### src/rtl/seq_divider_if.sv
// Handshake bundle for seq_divider: operand request channel and result channel.
// master = the upstream/downstream side, slave = the divider itself.
interface seq_divider_if #(
  parameter int WIDTH = 16
);
  logic             in_valid;
  logic             in_ready;
  logic             in_signed;
  logic [WIDTH-1:0] dividend;
  logic [WIDTH-1:0] divisor;
  logic             out_valid;
  logic             out_ready;
  logic [WIDTH-1:0] quotient;
  logic [WIDTH-1:0] remainder;
  logic             div_by_zero;

  modport master (
    output in_valid, in_signed, dividend, divisor, out_ready,
    input  in_ready, out_valid, quotient, remainder, div_by_zero
  );

  modport slave (
    input  in_valid, in_signed, dividend, divisor, out_ready,
    output in_ready, out_valid, quotient, remainder, div_by_zero
  );
endinterface

### src/rtl/seq_divider.sv
// Iterative restoring divider, one quotient bit per clock, unsigned or two's-complement.
// Divide by zero returns all-ones quotient and the untouched dividend as remainder.
module seq_divider #(
  parameter int WIDTH = 16
) (
  input  logic         clk,
  input  logic         rst,
  seq_divider_if.slave bus
);

  localparam int CW = $clog2(WIDTH);

  typedef enum logic [1:0] {
    IDLE,
    BUSY,
    DONE
  } state_t;

  state_t           r_state;
  state_t           w_nextState;

  logic [CW-1:0]    r_count;
  logic [WIDTH-1:0] r_rem;
  logic [WIDTH-1:0] r_quo;
  logic [WIDTH-1:0] r_dvsr;
  logic             r_negQ;
  logic             r_negR;
  logic [WIDTH-1:0] r_quotient;
  logic [WIDTH-1:0] r_remainder;
  logic             r_dbz;

  logic             w_inReady;
  logic             w_outValid;
  logic             w_accept;
  logic             w_divZero;
  logic             w_lastStep;
  logic             w_dvdNeg;
  logic             w_dvsNeg;
  logic [WIDTH-1:0] w_dvdMag;
  logic [WIDTH-1:0] w_dvsMag;
  logic [WIDTH:0]   w_remShift;
  logic [WIDTH:0]   w_diff;
  logic [WIDTH-1:0] w_remStep;
  logic [WIDTH-1:0] w_quoStep;
  logic [WIDTH-1:0] w_quoFinal;
  logic [WIDTH-1:0] w_remFinal;

  assign w_divZero  = (bus.divisor == '0);
  assign w_dvdNeg   = bus.in_signed & bus.dividend[WIDTH-1];
  assign w_dvsNeg   = bus.in_signed & bus.divisor[WIDTH-1];
  assign w_dvdMag   = w_dvdNeg ? -bus.dividend : bus.dividend;
  assign w_dvsMag   = w_dvsNeg ? -bus.divisor  : bus.divisor;
  assign w_lastStep = (r_count == '0);

  // The partial remainder is always below the divisor, so the borrow of the
  // WIDTH+1 bit subtraction is exactly the "does not fit" decision.
  assign w_remShift = {r_rem, r_quo[WIDTH-1]};
  assign w_diff     = w_remShift - {1'b0, r_dvsr};
  assign w_remStep  = w_diff[WIDTH] ? w_remShift[WIDTH-1:0] : w_diff[WIDTH-1:0];
  assign w_quoStep  = {r_quo[WIDTH-2:0], ~w_diff[WIDTH]};
  assign w_quoFinal = r_negQ ? -w_quoStep : w_quoStep;
  assign w_remFinal = r_negR ? -w_remStep : w_remStep;

  always_ff @(posedge clk or negedge rst) begin
    if (!rst) begin
      r_state <= IDLE;
    end else begin
      r_state <= w_nextState;
    end
  end

  always_comb begin
    w_nextState = r_state;
    w_inReady   = 1'b0;
    w_outValid  = 1'b0;
    w_accept    = 1'b0;
    case (r_state)
      IDLE: begin
        w_inReady = 1'b1;
        w_accept  = bus.in_valid;
        if (bus.in_valid) begin
          w_nextState = w_divZero ? DONE : BUSY;
        end
      end
      BUSY: begin
        if (w_lastStep) begin
          w_nextState = DONE;
        end
      end
      DONE: begin
        w_outValid = 1'b1;
        if (bus.out_ready) begin
          w_nextState = IDLE;
        end
      end
      default: begin
        w_nextState = IDLE;
      end
    endcase
  end

  // Result registers only change when a new result is produced, so they hold
  // through DONE and keep their last value after the consumer takes it.
  always_ff @(posedge clk or negedge rst) begin
    if (!rst) begin
      r_count     <= '0;
      r_rem       <= '0;
      r_quo       <= '0;
      r_dvsr      <= '0;
      r_negQ      <= 1'b0;
      r_negR      <= 1'b0;
      r_quotient  <= '0;
      r_remainder <= '0;
      r_dbz       <= 1'b0;
    end else begin
      if (w_accept) begin
        r_count <= CW'(WIDTH - 1);
        r_rem   <= '0;
        r_quo   <= w_dvdMag;
        r_dvsr  <= w_dvsMag;
        r_negQ  <= w_dvdNeg ^ w_dvsNeg;
        r_negR  <= w_dvdNeg;
        if (w_divZero) begin
          r_quotient  <= '1;
          r_remainder <= bus.dividend;
          r_dbz       <= 1'b1;
        end
      end else if (r_state == BUSY) begin
        r_rem   <= w_remStep;
        r_quo   <= w_quoStep;
        r_count <= r_count - 1'b1;
        if (w_lastStep) begin
          r_quotient  <= w_quoFinal;
          r_remainder <= w_remFinal;
          r_dbz       <= 1'b0;
        end
      end
    end
  end

  assign bus.in_ready    = w_inReady;
  assign bus.out_valid   = w_outValid;
  assign bus.quotient    = r_quotient;
  assign bus.remainder   = r_remainder;
  assign bus.div_by_zero = r_dbz;

endmodule
### src/flat_wrapper.sv
// flat-port wrapper written by rule: the top's interface ports become plain ports
module seq_divider_flat 
#(
  parameter int WIDTH = 16
)
  (clk, rst, bus_in_valid, bus_in_signed, bus_dividend, bus_divisor, bus_out_ready, bus_in_ready, bus_out_valid, bus_quotient, bus_remainder, bus_div_by_zero);
  seq_divider_if #(.WIDTH(WIDTH)) bus_i ();
  input  logic clk;
  input  logic rst;
  input wire logic [$bits(bus_i.in_valid)-1:0] bus_in_valid;
  input wire logic [$bits(bus_i.in_signed)-1:0] bus_in_signed;
  input wire logic [$bits(bus_i.dividend)-1:0] bus_dividend;
  input wire logic [$bits(bus_i.divisor)-1:0] bus_divisor;
  input wire logic [$bits(bus_i.out_ready)-1:0] bus_out_ready;
  output wire logic [$bits(bus_i.in_ready)-1:0] bus_in_ready;
  output wire logic [$bits(bus_i.out_valid)-1:0] bus_out_valid;
  output wire logic [$bits(bus_i.quotient)-1:0] bus_quotient;
  output wire logic [$bits(bus_i.remainder)-1:0] bus_remainder;
  output wire logic [$bits(bus_i.div_by_zero)-1:0] bus_div_by_zero;
  assign bus_i.in_valid = bus_in_valid;
  assign bus_i.in_signed = bus_in_signed;
  assign bus_i.dividend = bus_dividend;
  assign bus_i.divisor = bus_divisor;
  assign bus_i.out_ready = bus_out_ready;
  assign bus_in_ready = bus_i.in_ready;
  assign bus_out_valid = bus_i.out_valid;
  assign bus_quotient = bus_i.quotient;
  assign bus_remainder = bus_i.remainder;
  assign bus_div_by_zero = bus_i.div_by_zero;
  seq_divider #(.WIDTH(WIDTH)) u_core (.clk(clk), .rst(rst), .bus(bus_i));
endmodule
### config.mk
export PLATFORM = sky130hd
export DESIGN_NAME = seq_divider_flat
export DESIGN_NICKNAME = d
export VERILOG_FILES = /design/src/rtl/seq_divider_if.sv /design/src/rtl/seq_divider.sv /design/src/flat_wrapper.sv
export SDC_FILE = /design/constraint.sdc
export NUM_CORES = 1
export LEC_CHECK = 0
export BUFFER_PORTS_ARGS = -buffer_cell sky130_fd_sc_hd__buf_2
export CORE_ASPECT_RATIO = 0.9
export CORE_MARGIN = 1.5
export CORE_UTILIZATION = 55
export CTS_BUF_LIST = sky130_fd_sc_hd__clkbuf_4 sky130_fd_sc_hd__clkbuf_8 sky130_fd_sc_hd__clkbuf_16
export CTS_CLUSTER_SIZE = 16
export DETAILED_ROUTE_END_ITERATION = 12
export HOLD_SLACK_MARGIN = 0.15
export PLACE_DENSITY_LB_ADDON = 0.08
export SKIP_CTS_REPAIR_TIMING = 1
export SYNTH_ARGS = -nofsm -noshare
export SYNTH_HDL_FRONTEND = slang
export SYNTH_SLANG_ARGS = --single-unit
### constraint.sdc
create_clock -name clk -period 5.7 [get_ports clk]
set_input_delay 0.57 -clock clk [delete_from_list [all_inputs] [get_ports clk]]
set_output_delay 0.57 -clock clk [all_outputs]
set_load 0.1 [all_outputs]
=== After elaboration in Yosys (flattened, before gate mapping) ===
Cells that the tools add are included.

* Bits in registers: 89
* Output and inout bits: 35
* Logic and storage cells: 64

* Reductions and logical operators: 7
* Bitwise logic cells: 4
* Add/sub/neg operators: 6
* Muxes and demuxes: 31
* Equal/unequal tests: 6

{| class="wikitable"
|+ Operators by type and width
! kind !! number
|-
| $mux 16 || 17
|-
| $neg 16->16 || 4
|-
| $sub 17x16->17 || 1
|-
| $logic_not 16->1 || 1
|-
| $mux 2 || 4
|-
| $mux 4 || 2
|-
| $mux 1 || 7
|-
| $ne 2x2->1 const B || 3
|-
| $pmux 2 s3 || 1
|-
| $reduce_and 3->1 || 2
|-
| $logic_not 4->1 || 1
|-
| $reduce_bool 2->1 || 2
|-
| $sub 4x1->4 const B || 1
|-
| $and 1x1->1 || 2
|-
| $eq 2x1->1 const B || 1
|-
| $eq 2x2->1 const B || 1
|-
| $logic_not 2->1 || 1
|-
| $ne 2x1->1 const B || 1
|-
| $not 1->1 || 1
|-
| $xor 1x1->1 || 1
|}

=== Logic depth before layout (Yosys ltp) ===
* Depth after elaboration: 7
* Gate-level depth with buffers: 19

=== Least setup slack after synthesis ===
Ideal clock, no wire load.

* Path type: reg-to-reg
* Start point: reg u_core.r_quo[15]
* End point: reg u_core.r_remainder[12], in the netlist u_core.bus.remainder[12]
* Setup time: 128 ps
* Period minus slack after synthesis: 3945 ps
* Buffers on the path: 1
* Arrival time: 3817 ps
* Stages on the path, launching flop included: 20
* Data required time: 5572 ps
* Path slack: 1755 ps
* Cell sequence: dfrtp_1 inv_1 ha_1 inv_1 fa_1 a211oi_4 nor3_2 o211a_4 nor3_4 nor2_8 inv_2 buf_2 nor2_1 a21oi_1 ha_1 nor4b_1 mux2i_1 o41ai_2 mux2i_1 nand3_1

* Cells in the longest elaborated chain, start to end: 7

{| class="wikitable"
|+ Ends and longest elaborated chain
! what !! RTL line !! RTL
|-
| start, declared || seq_divider.sv:24 || <nowiki>logic [WIDTH-1:0] r_quo;</nowiki>
|-
| start signal, assigned || seq_divider.sv:119 || <nowiki>r_quo <= w_dvdMag;</nowiki>
|-
| start signal, assigned || seq_divider.sv:130 || <nowiki>r_quo <= w_quoStep;</nowiki>
|-
| $sub 17x16->17 || seq_divider.sv:58 || <nowiki>assign w_diff = w_remShift - {1'b0, r_dvsr};</nowiki>
|-
| $mux 16 * || seq_divider.sv:59 || <nowiki>assign w_remStep = w_diff[WIDTH] ? w_remShift[WIDTH-1:0] : w_diff[WIDTH-1:0];</nowiki>
|-
| $neg 16->16 || seq_divider.sv:62 || <nowiki>assign w_remFinal = r_negR ? -w_remStep : w_remStep;</nowiki>
|-
| $mux 16 * || seq_divider.sv:62 ||
|-
| $mux 16 * || seq_divider.sv:132 || <nowiki>if (w_lastStep) begin</nowiki>
|-
| $mux 16 * || seq_divider.sv:128 || <nowiki>end else if (r_state == BUSY) begin</nowiki>
|-
| $mux 16 * || seq_divider.sv:116 || <nowiki>if (w_accept) begin</nowiki>
|-
| end signal, assigned || seq_divider.sv:125 || <nowiki>r_remainder <= bus.dividend;</nowiki>
|-
| end signal, assigned || seq_divider.sv:134 || <nowiki>r_remainder <= w_remFinal;</nowiki>
|-
| end, declared || seq_divider.sv:29 || <nowiki>logic [WIDTH-1:0] r_remainder;</nowiki>
|}

Every way passes the cells marked *; elsewhere a longest branch is shown, timed or not. The select of a mux whose other input is x is not followed.
A chain may end at the register's enable or synchronous reset.

=== Final worst setup path ===
Ends and elaborated chain as after synthesis.

==> impl_metrics.ini <==
[run_status]
status = complete, no violations

[sta]
slew_violations = 0
rsz0062_at_grt = false
setup_viol = 0
tns_ns = 0
fin_crit_ns = 4.49
fmax_ghz = 0.223
worst_pin_slew_ns = 1.09
slew_headroom_pct = 26.9
clock_skew_ns = 0.00631
min_period_over_period_pct = 78.8
hold_violations = 0

[grt]
overflow = 0
grt_pass1_vias = 5058
antenna_found_initial = 0
grt_pass1_wl_um = 26400
track_usage_pct = 29.4
grt_max_degree = 82

[logic_synthesis]
synth_seq_cells = 89
async_flop_share_pct = 100
syn_nets = 784
synth.distinct_cells = 71
syn_area_per_cell_um2 = 8.47
synth_area_leaders = dfrtp_1 (36%), o21ai_0 (5.9%), nand2_1 (4.7%), a21oi_1 (4.4%), ha_1 (4.3%)
synth_edf_count = 0
synth_ff_type = dfrtp_1
syn_area_mm2 = 0.00614
synth_cells = 725
ys_seq_area_share_pct = 36.3
netlist.area_leader.share_pct = 36.3
synth_warnings = 0
yosysTopAreaCell = dfrtp_1

[die]
fp.dieH_um = 103
initial_utilization_pct = 56.6
io_pins = 72
dieArea_mm2 = 0.0118
core_mm2 = 0.0109
die_w_um = 114
row_count = 36

[routing]
drt_iter0_markers = 443
wl_per_cell_um = 17.8
highest_layer = met4
wl_met3_um = 1080
totalWireLength_um = 16500
drc_errors = 0
met1_length_um = 8190
vias = 5591
drt-vias-per-instance = 6.00
ant_nets = 0
first_pass_iters = 5
wl_met2_um = 7060

[layout]
area_delta_synth_final_pct = 11.7
ff_latch_area_mm2 = 0.00223
fin_nets = 834
drive_gt1_share_pct = 15.0
final_area_mm2 = 0.00686
multi_input_area_mm2 = 0.00364
fillers = 954
antenna_cells = 0

[placement]
hpwl_um = 12100
postPlaceCellArea_mm2 = 0.00656
gp_congestion = 0.938
numPortBuffers = 71

[setup_path]
worst_ep_arrival_time_ns = 4.73
worstSetupPathType = reg -> reg
required_ns = 5.94
max_stage_delay_ns = 0.46
cp-start-kind = register
cp_top_family = compound AO/OA/AOI/OAI gates
r2r_start = u_core.r_quo[15]$_DFFE_PN0P_
cp_cell_sequence = inv_1 > ha_1 > inv_1 > fa_1 > a211oi_4 > nor3_2 > o211a_4 > nor3_4 > nor2_8 > inv_2 > mux2i_1 > ha_1 > nor4b_1 > mux2i_1 > o41ai_2 > mux2i_1 > nand3_1
crit_top_cell = mux2i_1
worstReg2RegEnd = u_core.bus.remainder[12]$_DFFE_PN0P_
r2r_cells = 17
reg2reg_slack_ns = 1.21
critPathMaxFanout = 16
path_buf_inv = 3
cp-end-kind = register
cpMaxStageDelayCell = fa_1

[cts]
clock_latency_ns = 0.36
cts_tree = yes
clockBufferDepth = 2
clkTransAtPathRegs_ns = 0.07
cts_max_level = 3
clockRootBuffer = clkbuf_16
cts_made_buffers = 9
cts_num_sinks = 89

[worst_hold_path]
min_path_type = in -> async

[run]
maxCapViolations = 0
## worst reg2reg max path, stage by stage (launching register included)
cell and delay [ns]:
dfrtp_1 0.40, inv_1 0.07, ha_1 0.15, inv_1 0.05, fa_1 0.46, a211oi_4 0.31
nor3_2 0.10, o211a_4 0.26, nor3_4 0.37, nor2_8 0.13, inv_2 0.29, mux2i_1 0.33
ha_1 0.25, nor4b_1 0.25, mux2i_1 0.24, o41ai_2 0.39, mux2i_1 0.24, nand3_1 0.09
## stage by stage
step | util (%) | setup slack [ns] | hold slack [ns] | instances
finish | 63.2 | 1.21 | 0.168 | 932
global route | 63.2 | 0.958 | 0.212 | 932
CTS | 63.2 | 1.25 | 0.186 | 932
detailed placement | 60.4 | 1.27 | 0.470 | 916
global placement | 60.4 | 1.42 | 0.463 | 916
floorplan | - | 1.76 | 0.274 | 725
## cell type report
class	instances	area share, %
clock buffer	10	3.39
clock inverter	6	0.986
inverter	33	1.81
multi-input combinational	569	53.1
sequential	89	32.5
tap	152	2.77
timing repair buffer	73	5.44
## synth_stat cells, drive strengths merged (6+ instances only)
cell	instances
o31ai	9
nand2	77
buf	14
nand3	17
xnor2	30
mux2i	12
inv	33
xor2	24
a31oi	23
nor4	7
a21o	6
nand2b	7
o21ai	79
dfrtp	89
and2	6
nor3	21
o41ai	8
a211oi	8
and3	11
nand4	6
clkbuf	20
or3	12
ha	21
a22o	6
o21a	6
nor2	69
o22a	8
a21oi	56
## kinds of logic after synthesis
logic type | after synthesis | share of synthesized area [%]
compound gates | 230 | 24.3
xor+xnor | 54 | 7.70
fa+ha+maj | 22 | 4.61
buf+inv | 67 | 4.73
flops | 89 | 36.3
mux | 14 | 2.32
simple gates | 249 | 20.1
## registers in the layout, summed over array words and instances (netlist names)
signal	flops
u_core.bus.quotient	16
u_core.r_rem	16
u_core.bus.remainder	16
u_core.bus.div_by_zero	1
u_core.r_quo	16
u_core.r_count	4
u_core.r_state	2
u_core.r_negQ	1
u_core.r_dvsr	16
u_core.r_negR	1
## worst max path at each step
stage	start	endpoint	slack (ns)	cells past startpoint
4_1_cts	u_core.r_quo[15]$_DFFE_PN0P_	u_core.bus.remainder[12]$_DFFE_PN0P_	1.25	17
5_1_grt	u_core.r_quo[15]$_DFFE_PN0P_	u_core.bus.remainder[12]$_DFFE_PN0P_	0.96	17
3_3_place_gp	u_core.r_quo[15]$_DFFE_PN0P_	u_core.bus.remainder[12]$_DFFE_PN0P_	1.42	17
6_report	u_core.r_quo[15]$_DFFE_PN0P_	u_core.bus.remainder[12]$_DFFE_PN0P_	1.21	17
2_1_floorplan	u_core.r_quo[15]$_DFFE_PN0P_	u_core.bus.remainder[12]$_DFFE_PN0P_	1.76	19
3_5_place_dp	u_core.r_quo[15]$_DFFE_PN0P_	u_core.bus.remainder[12]$_DFFE_PN0P_	1.27	17
## routing by layer
layer | up-vias | track usage (%)
met5 | - | 0
met4 | 0 | 8.56
met3 | 18 | 5.24
met2 | 219 | 43.8
met1 | 2654 | 43.9
li1 | 2700 | -
## cell usage in the layout (no fill, tap or decap), types with 3 or more instances in the layout
master and n:
o31ai_1 8, nand4_1 6, a22o_1 6, mux2i_1 12
nand3_1 17, o21ai_0 71, buf_4 3, ha_1 21
or3_1 12, nand2_1 76, a22oi_1 3, xnor2_1 30
o41ai_1 5, o22a_1 8, nand2b_1 7, a21o_1 5
nor3_1 19, buf_2 70, clkbuf_16 9, and2_1 6
and3_1 11, dfrtp_1 89, o21a_1 5, or4_1 4
a21oi_1 54, nor4_1 5, a31oi_1 21, a211oi_1 6
nor2_1 67, o22ai_1 3, nor2b_1 3, o21ai_1 7
xor2_1 24, inv_1 32
Power is left out: the tool's default activity adds up to more than one toggle a clock period on the data nets, which glitch-free logic cannot reach.
